$ cat config.mk
export PLATFORM = sky130hd
export DESIGN_NAME = spi_mem_sequencer
export DESIGN_NICKNAME = d
export VERILOG_FILES = /design/src/rtl/spi_mem_pkg.sv /design/src/rtl/spi_mem_port_arb.sv /design/src/rtl/spi_mem_sequencer.sv
export SDC_FILE = /design/constraint.sdc
export NUM_CORES = 1
export LEC_CHECK = 0
export CAP_MARGIN = 20
export CORE_MARGIN = 2
export CORE_UTILIZATION = 55
export CTS_CLUSTER_SIZE = 25
export DETAILED_ROUTE_END_ITERATION = 10
export DONT_BUFFER_PORTS = 1
export GPL_TIMING_DRIVEN = 0
export PLACE_DENSITY_LB_ADDON = 0.08
export SYNTH_ARGS = -nofsm -noshare
export SYNTH_HDL_FRONTEND = slang
export SYNTH_SLANG_ARGS = --single-unit
$ cat constraint.sdc
create_clock -name clk -period 8.7 [get_ports clk]
set_clock_uncertainty 0.15 [all_clocks]
set_input_delay 0.87 -clock clk [delete_from_list [all_inputs] [get_ports clk]]
set_output_delay 0.87 -clock clk [all_outputs]
set_load 0.05 [all_outputs]
$ cat src/rtl/spi_mem_pkg.sv
// Shared constants, state encoding and status helpers for the SPI
// sample-memory readout sequencer and its RAM port arbiter.
package spi_mem_pkg;

    localparam int ADDR_W_DEF = 12;
    localparam int DATA_W_DEF = 16;

    localparam int OPC_W = 4;
    localparam logic [OPC_W-1:0] OPC_READ   = 4'h1;
    localparam logic [OPC_W-1:0] OPC_STATUS = 4'h2;

    // Status field positions, counted down from the word MSB
    localparam int STAT_ERR_W   = 4;
    localparam int STAT_ERR_OFS = 0;
    localparam int STAT_UR_OFS  = 4;

    localparam logic [STAT_ERR_W-1:0] ERR_MAX = 4'hF;

    localparam int STARVE_LIM = 2;

    typedef enum logic [2:0] {
        ST_IDLE,
        ST_CMD,
        ST_FETCH,
        ST_STREAM,
        ST_STAT,
        ST_DISCARD
    } state_t;

    function automatic logic [STAT_ERR_W-1:0] err_next(
        input logic [STAT_ERR_W-1:0] cnt,
        input logic                  inc,
        input logic                  clr
    );
        if (clr) begin
            return {{(STAT_ERR_W-1){1'b0}}, inc};
        end
        if (inc && (cnt != ERR_MAX)) begin
            return cnt + 1'b1;
        end
        return cnt;
    endfunction

endpackage

$ cat src/rtl/spi_mem_port_arb.sv
// Single RAM port shared by the capture writer and the SPI reader.
// Writer wins by default; a read that has lost twice wins outright.
module spi_mem_port_arb
    import spi_mem_pkg::*;
#(
    parameter int ADDR_W = ADDR_W_DEF
) (
    input  logic              i_clk,
    input  logic              i_rst,
    input  logic              i_rd_req,
    input  logic [ADDR_W-1:0] i_rd_addr,
    input  logic              i_wr_req,
    input  logic [ADDR_W-1:0] i_wr_addr,
    output logic              o_rd_grant,
    output logic              o_wr_grant,
    output logic [ADDR_W-1:0] o_addr
);

    logic [1:0] r_wait;
    logic       w_starved;

    assign w_starved  = (r_wait == 2'(STARVE_LIM));
    assign o_rd_grant = i_rd_req & (~i_wr_req | w_starved);
    assign o_wr_grant = i_wr_req & ~o_rd_grant;

    always_comb begin
        o_addr = '0;
        if (o_rd_grant) begin
            o_addr = i_rd_addr;
        end else if (i_wr_req) begin
            o_addr = i_wr_addr;
        end
    end

    always_ff @(posedge i_clk or posedge i_rst) begin
        if (i_rst) begin
            r_wait <= '0;
        end else if (i_rd_req && !o_rd_grant) begin
            if (!w_starved) begin
                r_wait <= r_wait + 2'd1;
            end
        end else begin
            r_wait <= '0;
        end
    end

endmodule

$ cat src/rtl/spi_mem_sequencer.sv
// SPI frame controller: decodes a command word, then streams RAM words
// MSB-first with one-word prefetch, or returns the status word.
module spi_mem_sequencer
    import spi_mem_pkg::*;
#(
    parameter int ADDR_W = ADDR_W_DEF,
    parameter int DATA_W = DATA_W_DEF
) (
    input  logic              clk,
    input  logic              reset_flag,
    input  logic              sel,
    input  logic              rising,
    input  logic              falling,
    input  logic              si,
    output logic              so,
    input  logic              wr_req,
    input  logic [ADDR_W-1:0] wr_addr,
    input  logic [DATA_W-1:0] wr_data,
    output logic              wr_ack,
    output logic [ADDR_W-1:0] mem_addr,
    output logic              mem_we,
    output logic [DATA_W-1:0] mem_wdata,
    input  logic [DATA_W-1:0] mem_rdata,
    output logic              busy
);

    localparam int BC_W = $clog2(DATA_W);
    localparam logic [BC_W-1:0] BC_TOP = BC_W'(DATA_W - 1);

    state_t                r_state;
    logic [DATA_W-2:0]     r_cmd_sr;
    logic [DATA_W-1:0]     r_tx_word;
    logic [DATA_W-1:0]     r_next_word;
    logic                  r_next_valid;
    logic [BC_W-1:0]       r_bit_ctr;
    logic [ADDR_W-1:0]     r_rd_addr;
    logic [ADDR_W-1:0]     r_req_addr;
    logic                  r_rd_req;
    logic                  r_req_next;
    logic                  r_infl;
    logic                  r_infl_next;
    logic                  r_so;
    logic [STAT_ERR_W-1:0] r_err_cnt;
    logic                  r_underrun;

    logic                  w_rd_grant;
    logic                  w_wr_grant;
    logic [ADDR_W-1:0]     w_arb_addr;
    logic [DATA_W-1:0]     w_cmd;
    logic [OPC_W-1:0]      w_opc;
    logic [DATA_W-1:0]     w_status;
    logic                  w_last;
    logic                  w_err_inc;
    logic                  w_ur_set;
    logic                  w_clr;

    spi_mem_port_arb #(
        .ADDR_W (ADDR_W)
    ) u_arb (
        .i_clk      (clk),
        .i_rst      (reset_flag),
        .i_rd_req   (r_rd_req),
        .i_rd_addr  (r_req_addr),
        .i_wr_req   (wr_req),
        .i_wr_addr  (wr_addr),
        .o_rd_grant (w_rd_grant),
        .o_wr_grant (w_wr_grant),
        .o_addr     (w_arb_addr)
    );

    assign so        = r_so;
    assign busy      = (r_state != ST_IDLE);
    assign wr_ack    = w_wr_grant;
    assign mem_we    = w_wr_grant;
    assign mem_addr  = w_arb_addr;
    assign mem_wdata = wr_data;

    assign w_cmd  = {r_cmd_sr, si};
    assign w_opc  = w_cmd[DATA_W-1 -: OPC_W];
    assign w_last = (r_bit_ctr == '0);

    always_comb begin
        w_status = '0;
        w_status[DATA_W-1-STAT_ERR_OFS -: STAT_ERR_W] = r_err_cnt;
        w_status[DATA_W-1-STAT_UR_OFS] = r_underrun;
    end

    assign w_err_inc = sel && (r_state == ST_CMD) && rising && w_last
                       && (w_opc != OPC_READ) && (w_opc != OPC_STATUS);
    assign w_ur_set  = sel && (r_state == ST_STREAM) && falling && w_last
                       && !r_next_valid;
    // Status is consumed when the frame that read it closes
    assign w_clr     = !sel && (r_state == ST_STAT);

    always_ff @(posedge clk or posedge reset_flag) begin
        if (reset_flag) begin
            r_err_cnt  <= '0;
            r_underrun <= 1'b0;
        end else begin
            r_err_cnt  <= err_next(r_err_cnt, w_err_inc, w_clr);
            r_underrun <= w_clr ? w_ur_set : (r_underrun | w_ur_set);
        end
    end

    always_ff @(posedge clk or posedge reset_flag) begin
        if (reset_flag) begin
            r_state      <= ST_IDLE;
            r_cmd_sr     <= '0;
            r_tx_word    <= '0;
            r_next_word  <= '0;
            r_next_valid <= 1'b0;
            r_bit_ctr    <= '0;
            r_rd_addr    <= '0;
            r_req_addr   <= '0;
            r_rd_req     <= 1'b0;
            r_req_next   <= 1'b0;
            r_infl       <= 1'b0;
            r_infl_next  <= 1'b0;
            r_so         <= 1'b0;
        end else begin
            if (w_rd_grant) begin
                r_rd_req    <= 1'b0;
                r_infl      <= 1'b1;
                r_infl_next <= r_req_next;
            end else begin
                r_infl <= 1'b0;
            end

            if (!sel) begin
                r_state      <= ST_IDLE;
                r_so         <= 1'b0;
                r_rd_req     <= 1'b0;
                r_infl       <= 1'b0;
                r_next_valid <= 1'b0;
            end else begin
                unique case (r_state)
                    ST_IDLE: begin
                        r_state   <= ST_CMD;
                        r_cmd_sr  <= '0;
                        r_bit_ctr <= BC_TOP;
                        r_so      <= 1'b0;
                    end
                    ST_CMD: begin
                        if (rising) begin
                            r_cmd_sr  <= w_cmd[DATA_W-2:0];
                            r_bit_ctr <= r_bit_ctr - 1'b1;
                            if (w_last) begin
                                r_bit_ctr <= BC_TOP;
                                if (w_opc == OPC_READ) begin
                                    r_rd_addr  <= w_cmd[ADDR_W-1:0];
                                    r_req_addr <= w_cmd[ADDR_W-1:0];
                                    r_rd_req   <= 1'b1;
                                    r_req_next <= 1'b0;
                                    r_state    <= ST_FETCH;
                                end else if (w_opc == OPC_STATUS) begin
                                    r_tx_word <= w_status;
                                    r_state   <= ST_STAT;
                                end else begin
                                    r_state <= ST_DISCARD;
                                end
                            end
                        end
                    end
                    ST_FETCH: begin
                        if (r_infl && !r_infl_next) begin
                            r_tx_word  <= mem_rdata;
                            r_rd_req   <= 1'b1;
                            r_req_next <= 1'b1;
                            r_req_addr <= r_rd_addr + ADDR_W'(1);
                            r_state    <= ST_STREAM;
                        end
                    end
                    ST_STREAM: begin
                        if (r_infl && r_infl_next) begin
                            r_next_word  <= mem_rdata;
                            r_next_valid <= 1'b1;
                        end
                        if (falling) begin
                            r_so      <= r_tx_word[r_bit_ctr];
                            r_bit_ctr <= r_bit_ctr - 1'b1;
                            if (w_last) begin
                                r_bit_ctr    <= BC_TOP;
                                r_rd_addr    <= r_rd_addr + ADDR_W'(1);
                                r_tx_word    <= r_next_valid ? r_next_word : '0;
                                r_next_valid <= 1'b0;
                                r_rd_req     <= 1'b1;
                                r_req_next   <= 1'b1;
                                r_req_addr   <= r_rd_addr + ADDR_W'(2);
                            end
                        end
                    end
                    ST_STAT: begin
                        if (falling) begin
                            r_so      <= r_tx_word[r_bit_ctr];
                            r_bit_ctr <= r_bit_ctr - 1'b1;
                            if (w_last) begin
                                r_bit_ctr <= BC_TOP;
                                r_tx_word <= '0;
                            end
                        end
                    end
                    ST_DISCARD: begin
                        r_so <= 1'b0;
                    end
                    default: begin
                        r_state <= ST_IDLE;
                    end
                endcase
            end
        end
    end

endmodule

Word-level counts from Yosys, hierarchy flattened. Index checks and enable logic that the tools add are counted. Widths: inputs -> output; s select.

Add/sub/neg operators: 5. $lt $le $gt $ge: 1. Eq/ne operators: 30. Muxes and demuxes: 74. Bitwise operators: 6. Reduce and logical (&&, ||, !) cells: 38.

Operators by type and width (number): $mux 16 (10); $mux 12 (10); $pmux 16 s4 (1); $pmux 12 s3 (1); $pmux 15 s2 (1); $mux 1 (29); $mux 4 (7); $pmux 12 s2 (1); $ne 2x2->1 const B (10); $mux 15 (1); $mux 3 (5); $logic_and 1x1->1 (14); $add 12x1->12 const B (1); $add 12x2->12 const B (1); $ne 3x3->1 const B (4); $pmux 3 s4 (1); $pmux 4 s3 (1); $reduce_and 11->1 (1); $reduce_bool 3->1 (3); $ne 2x1->1 const B (4); $reduce_and 4->1 (2); $reduce_and 8->1 (1); $reduce_and 7->1 (1); $eq 3x2->1 const B (2); 29 further kinds (42).

Bits in registers: 91. Input bits: 51. Output and inout bits: 32. Logic and storage cells: 170.

Depth between registers and ports, before layout.
Depth in word-level cells: 11. Depth in mapped cells: 9. Mapped depth without buffers: 7.

Cells and area by module. A second synthesis with hierarchy kept.

Cell total of the unflattened synthesis: 553. Area, all modules: 5496.5 sq um.

Modules (own cells, without submodules): spi_mem_sequencer (times used 1, cells an instance 528, area an instance 5233.8 sq um, sequential area each 2227.1 sq um); spi_mem_port_arb (times used 1, cells an instance 25, area an instance 262.8 sq um, sequential area each 50.0 sq um).

Least setup slack after synthesis. OpenSTA, ideal clock, no wires.

Kind: input-to-output. Start point: in wr_req. End point: out mem_addr[10]. Arrival time: 2.314 ns. Required time: 7.680 ns. Path slack: 5.366 ns. Stages on the path: 3. Buffers on the path: 1. Cell sequence: a21boi_1 clkbuf_1 o21ai_0.

Word-level cells in the longest chain between the ends: 4.

RTL lines: start: declaration (line spi_mem_sequencer.sv:16) `input logic wr_req,`; $not 1->1 (line spi_mem_port_arb.sv:23) `assign o_rd_grant = i_rd_req & (~i_wr_req | w_starved);`; $or 1x1->1 (line spi_mem_port_arb.sv:23); $and 1x1->1 (line spi_mem_port_arb.sv:23); $mux 12 (*) (line spi_mem_port_arb.sv:28) `if (o_rd_grant) begin`; end: declaration (line spi_mem_sequencer.sv:20) `output logic [ADDR_W-1:0] mem_addr,`.

Every way passes the cells marked *; elsewhere a longest branch is shown, timed or not.

Worst setup path in the final report.
Start point: reg u_arb.r_wait[0]. End point: out mem_addr[6].

Word-level cells in the longest chain between the ends: 4.

RTL lines: start: declaration (line spi_mem_port_arb.sv:19) `logic [1:0] r_wait;`; start signal: assignment (line spi_mem_port_arb.sv:40) `r_wait <= r_wait + 2'd1;`; $eq 2x2->1 (line spi_mem_port_arb.sv:22) `assign w_starved = (r_wait == 2'(STARVE_LIM));`; $or 1x1->1 (line spi_mem_port_arb.sv:23); $and 1x1->1 (line spi_mem_port_arb.sv:23); $mux 12 (line spi_mem_port_arb.sv:28).

Every way passes these cells.

==> run_results.csv <==
group,metric,value,unit
placement,gp_congestion,0.924,
final_layout,drive_gt1_share,17.8,%
final_layout,final_cell_mix,"dfrtp_1, nand2_1, o21ai_0, nor2_1, clkbuf_1",
floorplan,die_w,103,um
run_status,outcome,"finished, final reports clean",
route,routed_wirelength,12900,um
cts,postCtsSetupBuffers,0,
setup_path,reg2reg_from,"r_bit_ctr[0]",
sta,setup_violations,0,
floorplan,ios,83,
sta,hold_viol,0,
cts,cts_tree,"done",
setup_path,critPathMostFrequentCell,"inv_1",
route,dr.pass1.iters,6,
floorplan,num_rows,36,
synth,synth-async-reset-ratio,100,%
final_layout,stdcell_area,0.00585,mm2
grt,grtUsageTotal,25.1,%
synth,yosysWarnings,0,
grt,grt_pass1_vias,4056,
grt,antenna_found_initial,0,
final_layout,multi_input_area,0.00276,mm2
floorplan,core,0.00968,mm2
grt,grt_overflow,0,
grt,grt_max_degree,72,
setup_path,cp_num_cells,7,
grt,grt_pass1_wl,20500,um
final_layout,insertedDiodeCount,0,
synth,synthSimpleGateAreaFrac,17.8,%
route,vias,4396,
synth,synth_mux_area_share,11.7,%
run,maxCapViolCount,0,
final_layout,final_common_cell,"dfrtp_1",
synth,synth_sequential_area_ratio,42.0,%
cts,root_buffer,"clkbuf_8",
setup_path,critPathLaunch,"u_arb.r_wait[0]",
sta,finalWorstSetupSlack,5.08,ns
setup_path,slowest_delay,0.56,ns
synth,syn_inst,570,
route,drtIter0Drc,320,
sta,tightest_slew,0.979,ns
sta,tns,0,ns
route,drc,0,
sta,relSlewSlack,34.6,%
cts,cts_max_level,3,
synth,synth_fp_nets,626,
setup_path,startpoint_type,"flip-flop",
sta,post-route-period-util,41.6,%
setup_path,r2r_cells,9,
cts,cts_sinks,91,
synth,yosys.area_share.adder,1.34,%
pwr,ir_drop,0.0922,mV
synth,synth-main-ff-cell,"dfrtp_1",
sta,fmax,277,MHz
cts,cts_resized,0,
cts,cts_buffers,9,
synth,synth-xor-area-share,3.07,%
cts,clk_latency,0.38,ns
synth,synth_top_family_by_area,"simple AND/OR/NAND/NOR gates",
route,ant_nets,0,
hold_path,min_path_type,"in2async",
setup_path,critPathSlowestCell,"a21boi_1",
floorplan,start_util,56.0,%
floorplan,dieArea,0.0107,mm2
final_layout,area_growth,7.84,%
setup_path,worst_setup_path_end_kind,"output pin",
setup_path,critPathRequiredTime,7.68,ns
sta,rsz0062_at_grt,"no",
route,routedWlPerCell,17.9,um
route,via_per_inst,6.07,
placement,io_buffers,0,
final_layout,nets,642,
floorplan,die_y,103,um
final_layout,layout.cells.non_filler,724,
pwr,leakage,2.66,nW
setup_path,path_max_fanout,10,
synth,synth-seq-cells,91,
synth,syn_area,0.00542,mm2
final_layout,finish.utilization,60.4,%
cts,clk_pin_slew,0.11,ns
placement,dp.final_hpwl,9490,um
cts,hold_buffers,0,
setup_path,crit_chain,"inv_1 -> ha_1 -> inv_1 -> a21boi_1 -> clkbuf_1 -> nand2_1 -> o21ai_1",
cts,cts_buffer_depth,2,
synth,synth-compound-area-share,17.0,%
setup_path,critPathKind,"reg2out",
setup_path,critPathBufInv,3,
final_layout,fillCellCount,856,
synth,synth_cell_type_count,67,
synth,avgSynthCellArea,9.52,um2
final_layout,seq_area,0.00228,mm2
setup_path,path_delay_family,"compound AO/OA/AOI/OAI gates",
placement,dpl_cell_area,0.00565,mm2
synth,synth-edff-count,0,
placement,dpl_worst_slack,5.24,ns
setup_path,critPathArrivalTime,2.60,ns
sta,slew_viol_final,0,
sta,final.min_clock_period,3.62,ns
pwr,power_density,146,mW/mm2
placement,post-place-cells,708,
## flip-flops by register name, indices dropped and copies added (netlist names)
signal and flops:
r_tx_word 16, r_infl 1, r_state 3, r_next_word 16, r_req_next 1, r_bit_ctr 4
r_underrun 1, r_rd_req 1, u_arb.r_wait 2, so 1, r_next_valid 1, r_cmd_sr 15
r_req_addr 12, r_infl_next 1, r_err_cnt 4, r_rd_addr 12
## per-stage QoR
step | hold WS (ns) | total power, mW
6_report | 0.180 | 0.851
5_1_grt | 0.175 | 0.889
4_1_cts | 0.169 | 0.857
3_5_place_dp | 0.269 | 0.565
3_3_place_gp | 0.266 | 0.559
2_1_floorplan | 0.253 | 0.543
## power breakdown
group	switching [mW]	internal, mW
registers	0.0119	0.432
clock network	0.159	0.136
logic	0.0774	0.0355
total	0.248	0.604
## final timing paths
check / to / slack [ns]
max: mem_addr[6] / 5.08
max in group asynchronous: r_next_word[5] / 7.58
min in group clk: u_arb.r_wait[0] / 0.28
max reg2reg: r_tx_word[8] / 5.98
min: r_req_addr[0] / 0.18
min reg2reg: u_arb.r_wait[0] / 0.28
## final cells by class
class	count	area share, %
plain buffers	60	5.58
clock buffers	10	2.18
clock inverters	6	1.22
inverters	16	1.07
multi-input cells	403	47.2
flip-flops and latches	91	38.9
well taps	133	2.84
repair buffers	5	0.984
## per-layer routing
layer / wire length, um / track usage, %
met1: 6080 / 36.1
met2: 5700 / 37.8
met3: 830 / 3.70
met4: 322 / 10.9
met5: 0 / 0
## cells by family after synthesis
group,count (synthesis)
compound gates,141
mux,49
flops,91
fa+ha+maj,6
xor+xnor,19
simple gates,188
buf+inv,76
## cell usage after synthesis, types with 11 or more instances
cell      instances  area [um2]
mux2_4           13         195
dfrtp_1          91        2280
nand3_1          17        85.1
inv_1            16        60.1
a22o_1           13         114
nand2_1          80         300
buf_4            19         143
mux2_2           25         282
a21oi_1          28         140
nor2_1           33         124
clkbuf_1         30         113
o21ai_0          47         235
xnor2_1          11        96.3
Power figures use the tool's default switching activity.
